--- src/rtl/alu_result_stage.sv ---
// ALU result stage: condition check, in-order NZCV commit, 2-entry skid FIFO.
// Ports: in_* from ALU, out_* to writeback, out_flags = arch NZCV. Macro: ALU_STAGE_COND_EN.
module alu_result_stage #(
  parameter int WIDTH = 4,
  parameter int RD_W  = 4
) (
  input  logic             clk,
  input  logic             rst_n,
  input  logic             flush,
  input  logic             in_valid,
  output logic             in_ready,
  input  logic [WIDTH-1:0] in_result,
  input  logic [3:0]       in_flags,
  input  logic             in_set_flags,
  input  logic [3:0]       in_cond,
  input  logic [RD_W-1:0]  in_rd,
  input  logic             in_wr_en,
  output logic             out_valid,
  input  logic             out_ready,
  output logic [WIDTH-1:0] out_result,
  output logic [RD_W-1:0]  out_rd,
  output logic             out_wr_en,
  output logic             out_cond_pass,
  output logic [3:0]       out_flags
);

  typedef struct packed {
    logic [WIDTH-1:0] result;
    logic [RD_W-1:0]  rd;
    logic             wr_en;
    logic             pass;
  } entry_t;

  entry_t     slot0;
  entry_t     slot1;
  entry_t     new_e;
  logic [1:0] count;
  logic [3:0] flags;
  logic       pass;
  logic       accept;
  logic       pop;

`ifdef ALU_STAGE_COND_EN
  logic n, z, c, v;
  always_comb begin
    {n, z, c, v} = flags;
    pass = 1'b0;
    case (in_cond)
      4'b0000: pass = z;
      4'b0001: pass = !z;
      4'b0010: pass = c;
      4'b0011: pass = !c;
      4'b0100: pass = n;
      4'b0101: pass = !n;
      4'b0110: pass = v;
      4'b0111: pass = !v;
      4'b1000: pass = c & !z;
      4'b1001: pass = !c | z;
      4'b1010: pass = (n == v);
      4'b1011: pass = (n != v);
      4'b1100: pass = !z & (n == v);
      4'b1101: pass = z | (n != v);
      4'b1110: pass = 1'b1;
      default: pass = 1'b0;
    endcase
  end
`else
  logic unused_cond;
  assign unused_cond = ^in_cond;
  assign pass = 1'b1;
`endif

  // in_ready only looks at registered count: no path from out_ready.
  assign in_ready = (count != 2'd2);
  assign accept   = in_valid && in_ready && !flush;
  assign pop      = (count != 2'd0) && out_ready && !flush;

  always_comb begin
    new_e        = '0;
    new_e.result = in_result;
    new_e.rd     = in_rd;
    new_e.wr_en  = in_wr_en & pass;
    new_e.pass   = pass;
  end

  always_ff @(posedge clk or negedge rst_n) begin
    if (!rst_n) begin
      slot0 <= '0;
      slot1 <= '0;
      count <= 2'd0;
      flags <= 4'b0000;
    end else begin
      if (flush) begin
        count <= 2'd0;
      end else begin
        case ({accept, pop})
          2'b10: begin
            if (count == 2'd0) slot0 <= new_e;
            else               slot1 <= new_e;
            count <= count + 2'd1;
          end
          2'b01: begin
            slot0 <= slot1;
            count <= count - 2'd1;
          end
          // Only reachable at count 1: head leaves, new entry becomes head.
          2'b11: slot0 <= new_e;
          default: ;
        endcase
      end
      if (accept && in_set_flags && pass)
        flags <= in_flags;
    end
  end

  assign out_valid     = (count != 2'd0);
  assign out_result    = slot0.result;
  assign out_rd        = slot0.rd;
  assign out_wr_en     = slot0.wr_en;
  assign out_cond_pass = slot0.pass;
  assign out_flags     = flags;

endmodule

--- config.mk ---
export PLATFORM = sky130hd
export DESIGN_NAME = alu_result_stage
export DESIGN_NICKNAME = d
export VERILOG_FILES = /design/src/rtl/alu_result_stage.sv
export SDC_FILE = /design/constraint.sdc
export NUM_CORES = 1
export LEC_CHECK = 0
export BUFFER_PORTS_ARGS = -buffer_cell sky130_fd_sc_hd__buf_4
export CORE_MARGIN = 2
export CORE_UTILIZATION = 50
export DETAILED_ROUTE_END_ITERATION = 10
export PLACE_DENSITY_LB_ADDON = 0.2
export RECOVER_POWER = 100
export SYNTH_ARGS = -nofsm -noshare
export SYNTH_HDL_FRONTEND = slang
export SYNTH_SLANG_ARGS = --single-unit
--- constraint.sdc ---
create_clock -name clk -period 1.9 [get_ports clk]
set_clock_uncertainty 0.15 [all_clocks]
set_input_delay 0.19 -clock clk [delete_from_list [all_inputs] [get_ports clk]]
set_output_delay 0.19 -clock clk [all_outputs]
set_load 0.02 [all_outputs]
==> results of run 1 <==
metrics by stage:
stage | hold WS [ns] | worst slack (ns) | cells
4_1_cts | 0.0201 | 0.0770 | 188
6_report | 0.0296 | 0.120 | 188
2_1_floorplan | -0.256 | 0.282 | 112
5_1_grt | 0.0297 | 0.0296 | 188
3_3_place_gp | -0.0355 | 0.263 | 168
3_5_place_dp | -0.0300 | 0.223 | 168
cells in the mapped netlist (2+ instances only):
master / instances / area share (%)
buf_4: 2 / 1.1
clkbuf_1: 3 / 0.86
o31ai_1: 9 / 5.1
a21o_1: 2 / 1.1
nand2b_1: 2 / 0.95
buf_1: 2 / 0.57
nand4_1: 9 / 4.3
or2_2: 2 / 0.95
a31oi_1: 9 / 4.3
a211oi_1: 9 / 5.1
inv_1: 2 / 0.57
a21oi_1: 3 / 1.1
mux2_2: 13 / 11
buf_2: 2 / 0.76
buf_6: 3 / 2.6
dfrtp_1: 26 / 50
sequential cells by signal, indices dropped and copies added, names as in the netlist:
register       flops
slot1             10
out_flags          4
out_rd             4
out_result         4
count              2
out_cond_pass      1
out_wr_en          1
kinds of logic (layout without fill, tap and decap cells):
logic type / Yosys count / in the layout / synth area share, %
AOI/OAI and AO/OA: 34 / 34 / 18.1
muxes: 14 / 14 / 11.9
DFF: 26 / 26 / 49.5
buffers and inverters: 15 / 61 / 6.86
and+or+nand+nor: 23 / 23 / 13.6
power breakdown:
group          switching (W)  internal [W]
Clock               0.000165      0.000213
Sequential         0.0000717      0.000676
Combinational       0.000245      0.000188
Total               0.000482       0.00108
routing by layer:
metal | wire (um) | part of all wire (%) | GRT usage, % | up-vias
met5 | 0 | 0 | 0 | -
met4 | 33 | 1.1 | 7.32 | 0
met3 | 146 | 4.8 | 3.04 | 6
met2 | 1540 | 50 | 33.0 | 42
met1 | 1340 | 44 | 29.6 | 546
li1 | - | - | - | 521
cells in the final DEF (no fill, tap or decap), drive strengths merged, types with 3 or more instances in the layout:
| cell | n |
|---|---|
| dlygate4sd3 | 15 |
| mux2 | 13 |
| a211oi | 9 |
| dfrtp | 26 |
| clkbuf | 21 |
| a21oi | 3 |
| o31ai | 9 |
| a31oi | 9 |
| buf | 22 |
| nand4 | 9 |
path summary, 6_finish.rpt:
path,endpoint,slack [ns]
max in group asynchronous,count[0],0.88
min in group asynchronous,out_flags[0],0.26
setup reg to reg,out_rd[1],0.23
hold reg to reg,slot1[0],0.34
hold / removal,count[1],0.03
setup / recovery,out_valid,0.12
layout make-up:
cell class	count	area [um^2]
clock inverters	1	30.0
well taps	30	37.5
multi-input cells	71	558
repair buffers	55	389
clock buffers	3	22.5
fillers	213	781
inverters	2	7.51
flip-flops and latches	26	652
critical path: cells and delay by family (launching register included):
kind,cells,cell delay [ns]
buffers and inverters,3,0.50
DFF,1,0.49
and+or+nand+nor,1,0.13
timing repair:
item / CTS / global route
pin swaps: 1 / 0
gates resized for setup: 0 / 1
buffers inserted: 1 / 0
cloned: 0 / 0
hold buffers: 15 / 0
endpoints found under the hold margin: 49 / 0
setup endpoints to repair: 1 / 1
==> summary.md, run 1 <==
| Metric | Value |
|---|---|
| Status | `completed` |
| Main flop type after synthesis | `dfrtp_1` |
| CTS tree | `yes` |
| Total global-route track usage | `20.9%` |
| Critical Path RT | `1.56 ns` |
| First-pass GRT wire length | `5090 um` |
| Max VDD drop | `0.582 mV` |
| CP cell instances | `nor2_4, inv_1, clkbuf_4, buf_4` |
| Vias per cell | `5.93` |
| Post-Place Cell Area | `between 0.0015 and 0.002 mm^2` |
| Post-Route WL | `just over 3000 um` |
| Pwr Total | `0.00156 W` |
| Final ANT Viol Nets | `0` |
| DRC | `0` |
| Pwr dens | `919 mW/mm^2` |
| Startpoint types | `flip-flop` |
| Worst-path clk slew | `0.14 ns` |
| Worst path max stage delay | `~0.49 ns` |
| CTS H-Tree Depth | `1` |
| DPL Wire Length | `1960 um` |
| Worst hold start | `out_ready` |
| RR Startpoint | `count[1]` |
| Area grow syn2layout | `29.1%` |
| Root Driver | `clkbuf_4` |
| Fin crit period | `1.78 ns` |
| Worst-Margin Slew | `0.652 ns` |
| Post-synth EDFFs | `0` |
| Rel. slew slack | `56.5%` |
| Initial Utilization | `53.0%` |
| 1st-pass router iterations | `4` |
| Avg Cell Area, Syn | `11.7 um^2` |
| Crit share post-route | `roughly 94%` |
| Total number of vias | `between 1000 and 1500` |
| Hold path depth | `3` |
| Launch point of the worst path | `count[0]` |
| RSZ-0062 raised after global routing | `false` |
| Post-Syn Area | `0.00131 mm^2` |
| Port Buffers | `34` |
| Setup violators final | `0` |
| Worst path arrival time | `1.44 ns` |
| Clock buffer depth | `2` |
| DR iter-0 viols | `25` |
| # IOs | `39` |
| Syn. warnings | `0` |
| Total CTS buffers | `3` |
| Total grt overflow | `0` |
| WL/cell | `16.2 um` |
| Max-cap violations | `0` |
| Worst reg-to-reg path cell count | `3` |
| CP Capture Type | `output port` |
| Design area | `approximately 0.0017 mm^2` |
| Final #Nets | `approximately 180` |
| Register area share after synthesis | `about half` |
| Clock sink count | `26` |
| Post-synthesis cell count | `between 100 and 150` |
| Critical-path cell with the highest stage delay | `dfrtp_2` |
| Endpoints failing hold | `0` |
| #FFs+latches synth | `26` |
| N_diodes | `0` |
| Async SR Flop Fraction | `100%` |
| Clock Latency Late Sink | `0.32 ns` |
| Die height | `~55 um` |
| Layout cell share with drive strength beyond 1 | `between 20% and 30%` |
| Initial antenna violation count | `0` |
| Syn Nets | `135` |
| Core area | `0.00248 mm^2` |
| Leak Pwr | `roughly 0.69 nW` |
| Post-synthesis cell type count | `30` |
| Setup TNS Final | `0 ns` |
| Max-slew violations | `0` |
| Final core occ | `roughly 68%` |
| FMAX | `562 MHz` |
| Kind of critical path | `flip-flop to output port` |
| Hold WC Path Type | `input port to flip-flop` |
| Largest net degree at the start of global routing | `27` |
| FP Rows | `18` |
| Die X | `55.3 um` |
| Crit-path max FO | `20` |
| GPL Wtd Cong | `0.713` |
| Vias in the first global route | `1071` |
| Die area | `0.00305 mm^2` |
(Power assumes the default switching activity.)
==> run 2: changes to the inputs <==
--- a/config.mk
+++ b/config.mk
@@ -10,7 +10,7 @@
 export CORE_UTILIZATION = 50
 export DETAILED_ROUTE_END_ITERATION = 10
 export PLACE_DENSITY_LB_ADDON = 0.2
-export RECOVER_POWER = 100
+export SETUP_SLACK_MARGIN = 0.2
 export SYNTH_ARGS = -nofsm -noshare
 export SYNTH_HDL_FRONTEND = slang
 export SYNTH_SLANG_ARGS = --single-unit
==> summary.md, run 2 (synthesis gave the netlist of run 1 again) <==
| Metric | Value |
|---|---|
| Status | `completed` |
| Total grt overflow | `0 (unchanged)` |
| Hold Slack | `0.0409 ns (+0.0114 ns)` |
| Max-slew violations | `0 (unchanged)` |
| Fin crit period | `1.63 ns (-0.149 ns)` |
| Leak Pwr | `0.766 nW (+12%)` |
| Root Driver | `clkbuf_4` |
| DPL Wire Length | `1960 um (unchanged)` |
| Most flops, register | `slot1` |
| Max reg flops | `10 (unchanged)` |
| Leading cell type in the layout, fill and taps excluded | `buf_4` |
| Post-Place Cell Area | `0.00156 mm^2 (unchanged)` |
| Buf/Inv on CP | `2 (-1)` |
| WL/cell | `16.2 um (about the same)` |
| Worst-Margin Slew | `0.424 ns (-0.228 ns)` |
| Largest net degree at the start of global routing | `27 (unchanged)` |
| Worst reg-to-reg path cell count | `4 (+1)` |
| Vias in the first global route | `1095 (+2.2%)` |
| Most frequent cells in the layout | `43 x buf_4, 24 x dfrtp_1, 15 x dlygate4sd3_1` |
| Fill count | `188 (-12%)` |
| Die X | `55.3 um (unchanged)` |
| Die area | `0.00305 mm^2 (unchanged)` |
| Setup TNS Final | `0 ns (unchanged)` |
| Max-cap violations | `0 (unchanged)` |
| 1st-pass router iterations | `4 (unchanged)` |
| Worst path max stage delay | `0.53 ns (+0.04 ns)` |
| Initial Utilization | `53.0% (unchanged)` |
| Vias per cell | `5.91 (-0.33%)` |
| Area of the multi-input gates | `576 um^2 (+3.1%)` |
| Dpl ws | `0.223 ns (unchanged)` |
| Layout Cells excl Fill | `192 (+2.1%)` |
| Worst hold start | `out_ready` |
| Launch point of the worst path | `flush` |
| Endpoints failing hold | `0 (unchanged)` |
| CP Capture Type | `flip-flop` |
| Critical Path RT | `1.97 ns (+0.41 ns)` |
| Total global-route track usage | `21.3% (+0.35 points)` |
| CTS tree | `yes` |
| # IOs | `39 (unchanged)` |
| Startpoint types | `input port` |
| Initial antenna violation count | `0 (unchanged)` |
| Worst-path clk slew | `0.14 ns (about the same)` |
| Kind of critical path | `input port to flip-flop` |
| FMAX | `613 MHz (+9.1%)` |
| Clock buffer depth | `2 (unchanged)` |
| Final ANT Viol Nets | `0 (unchanged)` |
| Area grow syn2layout | `38.5%` |
| DRC | `0 (unchanged)` |
| GPL Wtd Cong | `0.713 (unchanged)` |
| Hold WC Path Type | `input port to flip-flop` |
| Total CTS buffers | `3 (unchanged)` |
| Die height | `55.3 um (unchanged)` |
| First-pass GRT wire length | `5180 um (+1.6%)` |
| RSZ-0062 raised after global routing | `false` |
| Core area | `0.00248 mm^2 (unchanged)` |
| Port Buffers | `34 (unchanged)` |
| Clock sink count | `26 (unchanged)` |
| Hold path depth | `3 (unchanged)` |
| Setup violators final | `0 (unchanged)` |
| Design area | `0.00182 mm^2 (+7.2%)` |
| Crit share post-route | `85.9% (-7.8 points)` |
| R2r endpoint | `out_flags[3]` |
| Rel. slew slack | `71.7% (+15 points)` |
| Clock Latency Late Sink | `0.32 ns (about the same)` |
| FP Rows | `18 (unchanged)` |
| Crit-path max FO | `9 (-55%)` |
| Worst path arrival time | `1.70 ns (+0.26 ns)` |
| Reg2Reg Setup Slack | `0.27 ns (+0.04 ns)` |
| Layout cell share with drive strength beyond 1 | `43.8% (+14 points)` |
| Final #Nets | `186 (+2.2%)` |
| Total number of vias | `1135 (+1.8%)` |
| Worst Slack Setup Final | `0.268 ns (+0.149 ns)` |
| # placed instances | `168 (unchanged)` |
| Pwr dens | `900 mW/mm^2 (-2.1%)` |
| Seq. cell area | `653 um^2 (+0.19%)` |
| CTS H-Tree Depth | `1 (unchanged)` |
| Critical-path cell with the highest stage delay | `dlygate4sd3_1` |
| Max VDD drop | `0.585 mV (+0.54%)` |
| N_diodes | `0 (unchanged)` |
| DR iter-0 viols | `34 (+36%)` |
| Post-Route WL | `3120 um (+2.1%)` |
| CP cell instances | `dlygate4sd3_1, buf_4, nand2b_1, o31ai_1, a31oi_1` |
| Cell family with most CP delay | `buffers and inverters` |
| RR Startpoint | `count[1]` |
| Hold path endpoint | `count[1]` |
run 2: routing by layer:
layer  track usage [%]  vias up  part of all wire (%)
met5                 0        -                     0
met4              7.67        0                  0.74
met3              3.28        4                   5.9
met2              33.3       42                    51
met1              30.0      558                    43
li1                  -      531                     -
run 2: what timing repair did:
action | 4_1_cts | 5_1_grt
buffers inserted | 5 | 0
hold endpoints to repair | 49 | 0
hold buffers | 15 | 0
pin swaps | 1 | 0
gates cloned | 0 | 0
endpoints found under the setup margin | 9 | 15
gates resized for setup | 2 | 6
run 2: per-stage QoR:
step	power, W	utilization, %
3_5_place_dp	0.00122	63.0
4_1_cts	0.00164	72.8
3_3_place_gp	0.00120	63.0
5_1_grt	0.00173	73.4
6_report	0.00164	73.4
2_1_floorplan	0.00103	-
run 2: worst reg2reg max path: stages, from the launching register on:
cell and delay (ns):
dfrtp_2 0.47, buf_4 0.15, nand2b_1 0.10, and4b_2 0.31, mux2_2 0.35
run 2: cell type report:
cell class / instances / area share, %
sequential: 26 / 35.9
multi-input combinational: 71 / 31.6
timing repair buffer: 59 / 27.1
tap: 30 / 2.06
clock inverter: 1 / 1.65
clock buffer: 3 / 1.24
inverter: 2 / 0.413
run 2: power breakdown:
part	switching (W)	internal (W)
sequential	0.0000708	0.000677
clock	0.000166	0.000213
combinational	0.000253	0.000259
run 2: worst max-delay path by stage:
stage / to / slack (ns) / depth (start not counted)
6_report: out_wr_en / 0.27 / 5
2_1_floorplan: out_flags[0] / 0.28 / 4
4_1_cts: out_valid / 0.22 / 4
5_1_grt: out_wr_en / 0.20 / 5
3_3_place_gp: out_cond_pass / 0.26 / 4
3_5_place_dp: out_flags[3] / 0.22 / 3
==> run 3: changes to the inputs <==
--- a/config.mk
+++ b/config.mk
@@ -5,6 +5,7 @@
 export SDC_FILE = /design/constraint.sdc
 export NUM_CORES = 1
 export LEC_CHECK = 0
+export ABC_AREA = 1
 export BUFFER_PORTS_ARGS = -buffer_cell sky130_fd_sc_hd__buf_4
 export CORE_MARGIN = 2
 export CORE_UTILIZATION = 50
==> summary.md, run 3 <==
| Metric | Value |
|---|---|
| Post-synth EDFFs | `0 (unchanged)` |
| CP Capture Type | `output port` |
| Syn. warnings | `0 (unchanged)` |
| Max VDD drop | `0.908 mV (+55%)` |
| Final #Nets | `226 (+22%)` |
| Startpoint types | `flip-flop` |
| Endpoints failing hold | `0 (unchanged)` |
| Total number of vias | `1110 (-2.2%)` |
| CP cell instances | `nor2_2, inv_1, buf_4` |
| Combinational group share of total power | `41.6% (+10 points)` |
| Worst-Margin Slew | `0.319 ns (-0.105 ns)` |
| GPL Wtd Cong | `0.736 (+3.2%)` |
| Int Pwr | `0.00138 W (+20%)` |
| Area of the multi-input gates | `543 um^2 (-5.7%)` |
| Post-synthesis cell count | `152 (+36%)` |
| Synth top area share | `50.6% (+1.1 points)` |
| Sw Ratio | `37.4% (+7.5 points)` |
| Hold Slack | `0.0382 ns (-0.00269 ns)` |
| Worst Slack Setup Final | `0.293 ns (+0.0241 ns)` |
| Sequential power share | `41.1% (-4.5 points)` |
| Post-Route WL | `2600 um (-17%)` |
| Max-slew violations | `0 (unchanged)` |
| Buf/Inv on CP | `2 (unchanged)` |
| Net Switching | `0.000826 W (+69%)` |
| Max-cap violations | `0 (unchanged)` |
| WL/cell | `11.2 um (-31%)` |
| Register area share after synthesis | `50.6% (+1.1 points)` |
| Post-Place Cell Area | `0.00155 mm^2 (-0.48%)` |
| Initial Utilization | `52.4% (-0.63 points)` |
| DR iter-0 viols | `12 (-65%)` |
| Cell accounting for the most synthesized area | `dfrtp_1` |
| Total grt overflow | `0 (unchanged)` |
| Initial antenna violation count | `0 (unchanged)` |
| Clock buffer depth | `2 (unchanged)` |
| CTS H-Tree Depth | `1 (unchanged)` |
| Largest net degree at the start of global routing | `27 (unchanged)` |
| Core area | `0.00245 mm^2 (-0.91%)` |
| Crit share post-route | `84.6% (-1.3 points)` |
| Total global-route track usage | `18.9% (-2.4 points)` |
| CTS tree | `yes` |
| Most frequent cells in the layout | `54 x nand2_1, 35 x buf_4, 24 x dfrtp_1` |
| Pwr dens | `1250 mW/mm^2 (+39%)` |
| FP Rows | `18 (unchanged)` |
| Syn Nets | `175 (+30%)` |
| Critical-path cell with the highest stage delay | `dfrtp_2` |
| Dpl ws | `0.240 ns (+0.0172 ns)` |
| Die area | `0.00299 mm^2 (-1.9%)` |
| Root Driver | `clkbuf_4` |
| Worst-path clk slew | `0.14 ns (about the same)` |
| Vias in the first global route | `948 (-13%)` |
| Status | `completed` |
| Most flops, register | `slot1` |
| Design area | `0.00177 mm^2 (-2.9%)` |
| Clock Latency Late Sink | `0.32 ns (about the same)` |
| Worst path arrival time | `1.27 ns (-0.43 ns)` |
| Top-count cell post-synth | `nand2_1` |
| RSZ-0062 raised after global routing | `false` |
| First-pass GRT wire length | `4020 um (-22%)` |
| Cell family with most CP delay | `flip-flops` |
| Die X | `54.7 um (-0.98%)` |
| N_diodes | `0 (unchanged)` |
| Vias per cell | `4.78 (-19%)` |
| Leading cell type in the layout, fill and taps excluded | `nand2_1` |
| Clock share of power | `17.3% (-5.9 points)` |
| Async SR Flop Fraction | `100% (unchanged)` |
| Worst path max stage delay | `0.47 ns (-0.06 ns)` |
| Critical Path RT | `1.56 ns (-0.41 ns)` |
| FMAX | `622 MHz (+1.5%)` |
| Port Buffers | `34 (unchanged)` |
| Fill count | `201 (+6.9%)` |
| Main flop type after synthesis | `dfrtp_1` |
| 1st-pass router iterations | `4 (unchanged)` |
| Total CTS buffers | `3 (unchanged)` |
| Post-synth top cells | `54 x nand2_1, 26 x dfrtp_1, 17 x nand3_1, 14 x inv_1, 9 x o21ai_2` |
| Setup violators final | `0 (unchanged)` |
| Seq. cell area | `653 um^2 (unchanged)` |
| Reg2Reg Setup Slack | `0.33 ns (+0.06 ns)` |
| Fin crit period | `1.61 ns (-0.0241 ns)` |
| Layout cell share with drive strength beyond 1 | `30.2% (-14 points)` |
| DPL Wire Length | `1790 um (-8.6%)` |
| Rel. slew slack | `78.7% (+7.0 points)` |
| Avg Cell Area, Syn | `8.46 um^2 (-28%)` |
| #FFs+latches synth | `26 (unchanged)` |
| Kind of critical path | `flip-flop to output port` |
| Die height | `54.7 um (-0.98%)` |
| Area grow syn2layout | `37.4%` |
| # IOs | `39 (unchanged)` |
| Pwr Total | `0.00221 W (+35%)` |
| DRC | `0 (unchanged)` |
| Max reg flops | `10 (unchanged)` |
| Final ANT Viol Nets | `0 (unchanged)` |
| Post-synthesis cell type count | `20 (-33%)` |
| Crit-path max FO | `5 (-4)` |
| Leak Pwr | `0.951 nW (+24%)` |
| Hold WC Path Type | `input port to flip-flop` |
| Synth top area cells | `dfrtp_1 51%, nand2_1 16%, nand3_1 6.6%` |
| Post-Syn Area | `0.00129 mm^2 (-2.1%)` |
| Setup TNS Final | `0 ns (unchanged)` |
| Clock sink count | `26 (unchanged)` |
[run 3: changes by cell type after synthesis, moves of 8 or more]
cell,before,now
inv_1,2,14
nand2_1,1,54
mux2_2,13,0
o21ai_2,0,9
nand3_1,1,17
a31oi_1,9,0
o31ai_1,9,0
a211oi_1,9,0
nand4_1,9,1
[run 3: tightest hold or removal path: cells and delay by family]
| kind | cells | cell delay (ns) |
|---|---|---|
| and+or+nand+nor | 3 | 0.17 |
| buffers and inverters | 1 | 0.13 |
[run 3: what timing repair did]
item,CTS,global route
gates resized for setup,1,3
hold buffers,15,0
endpoints found under the setup margin,1,9
hold endpoints to repair,39,0
setup buffers,0,0
[run 3: area by class of cell]
type	count	share of cell area, %
Clock buffer	3	1.27
Clock inverter	1	1.70
Inverter	18	3.82
Multi-Input combinational cell	104	30.7
Sequential cell	26	37.0
Tap cell	30	2.12
Timing Repair Buffer	50	23.4
[run 3: power groups by stage]
stage	Sequential, W	Clock, W	Combinational, W
6_report	0.000908	0.000382	0.000920
2_1_floorplan	0.00104	0	0.000443
3_5_place_dp	0.000914	0	0.000896
4_1_cts	0.000904	0.000392	0.000924
3_3_place_gp	0.000899	0	0.000872
5_1_grt	0.000936	0.000408	0.00101
[run 3: per-layer routing]
metal	track usage [%]	share of wire (%)	routed length, um	vias up
li1	-	-	-	571
met4	6.25	1.8	47	0
met2	33.3	52	1350	24
met5	0	0	0	-
met3	3.55	3.7	96	6
met1	22.9	43	1110	509
[run 3: kinds of logic after synthesis]
group,Yosys count,synth area share [%]
AOI/OAI and AO/OA,10,6.52
xor gates and xnor gates,1,0.681
DFF,26,50.6
and+or+nand+nor,93,34.4
buffers and inverters,22,7.78
[run 3: final timing paths]
path	cells after the start	to	start
worst max-delay path	3	out_valid	count[1]
max in group asynchronous	2	count[1]	rst_n
worst max register to register	9	out_result[2]	count[0]
worst min register to register	2	slot1[0]	slot1[0]
min in group asynchronous	2	out_result[1]	rst_n
worst min-delay path	4	out_flags[1]	flush
[run 3: stage by stage]
stage | instances | utilization, %
finish | 232 | 72.0
global route | 232 | 72.0
CTS | 232 | 71.7
detailed placement | 213 | 63.3
global placement | 213 | 63.3
floorplan | 152 | -
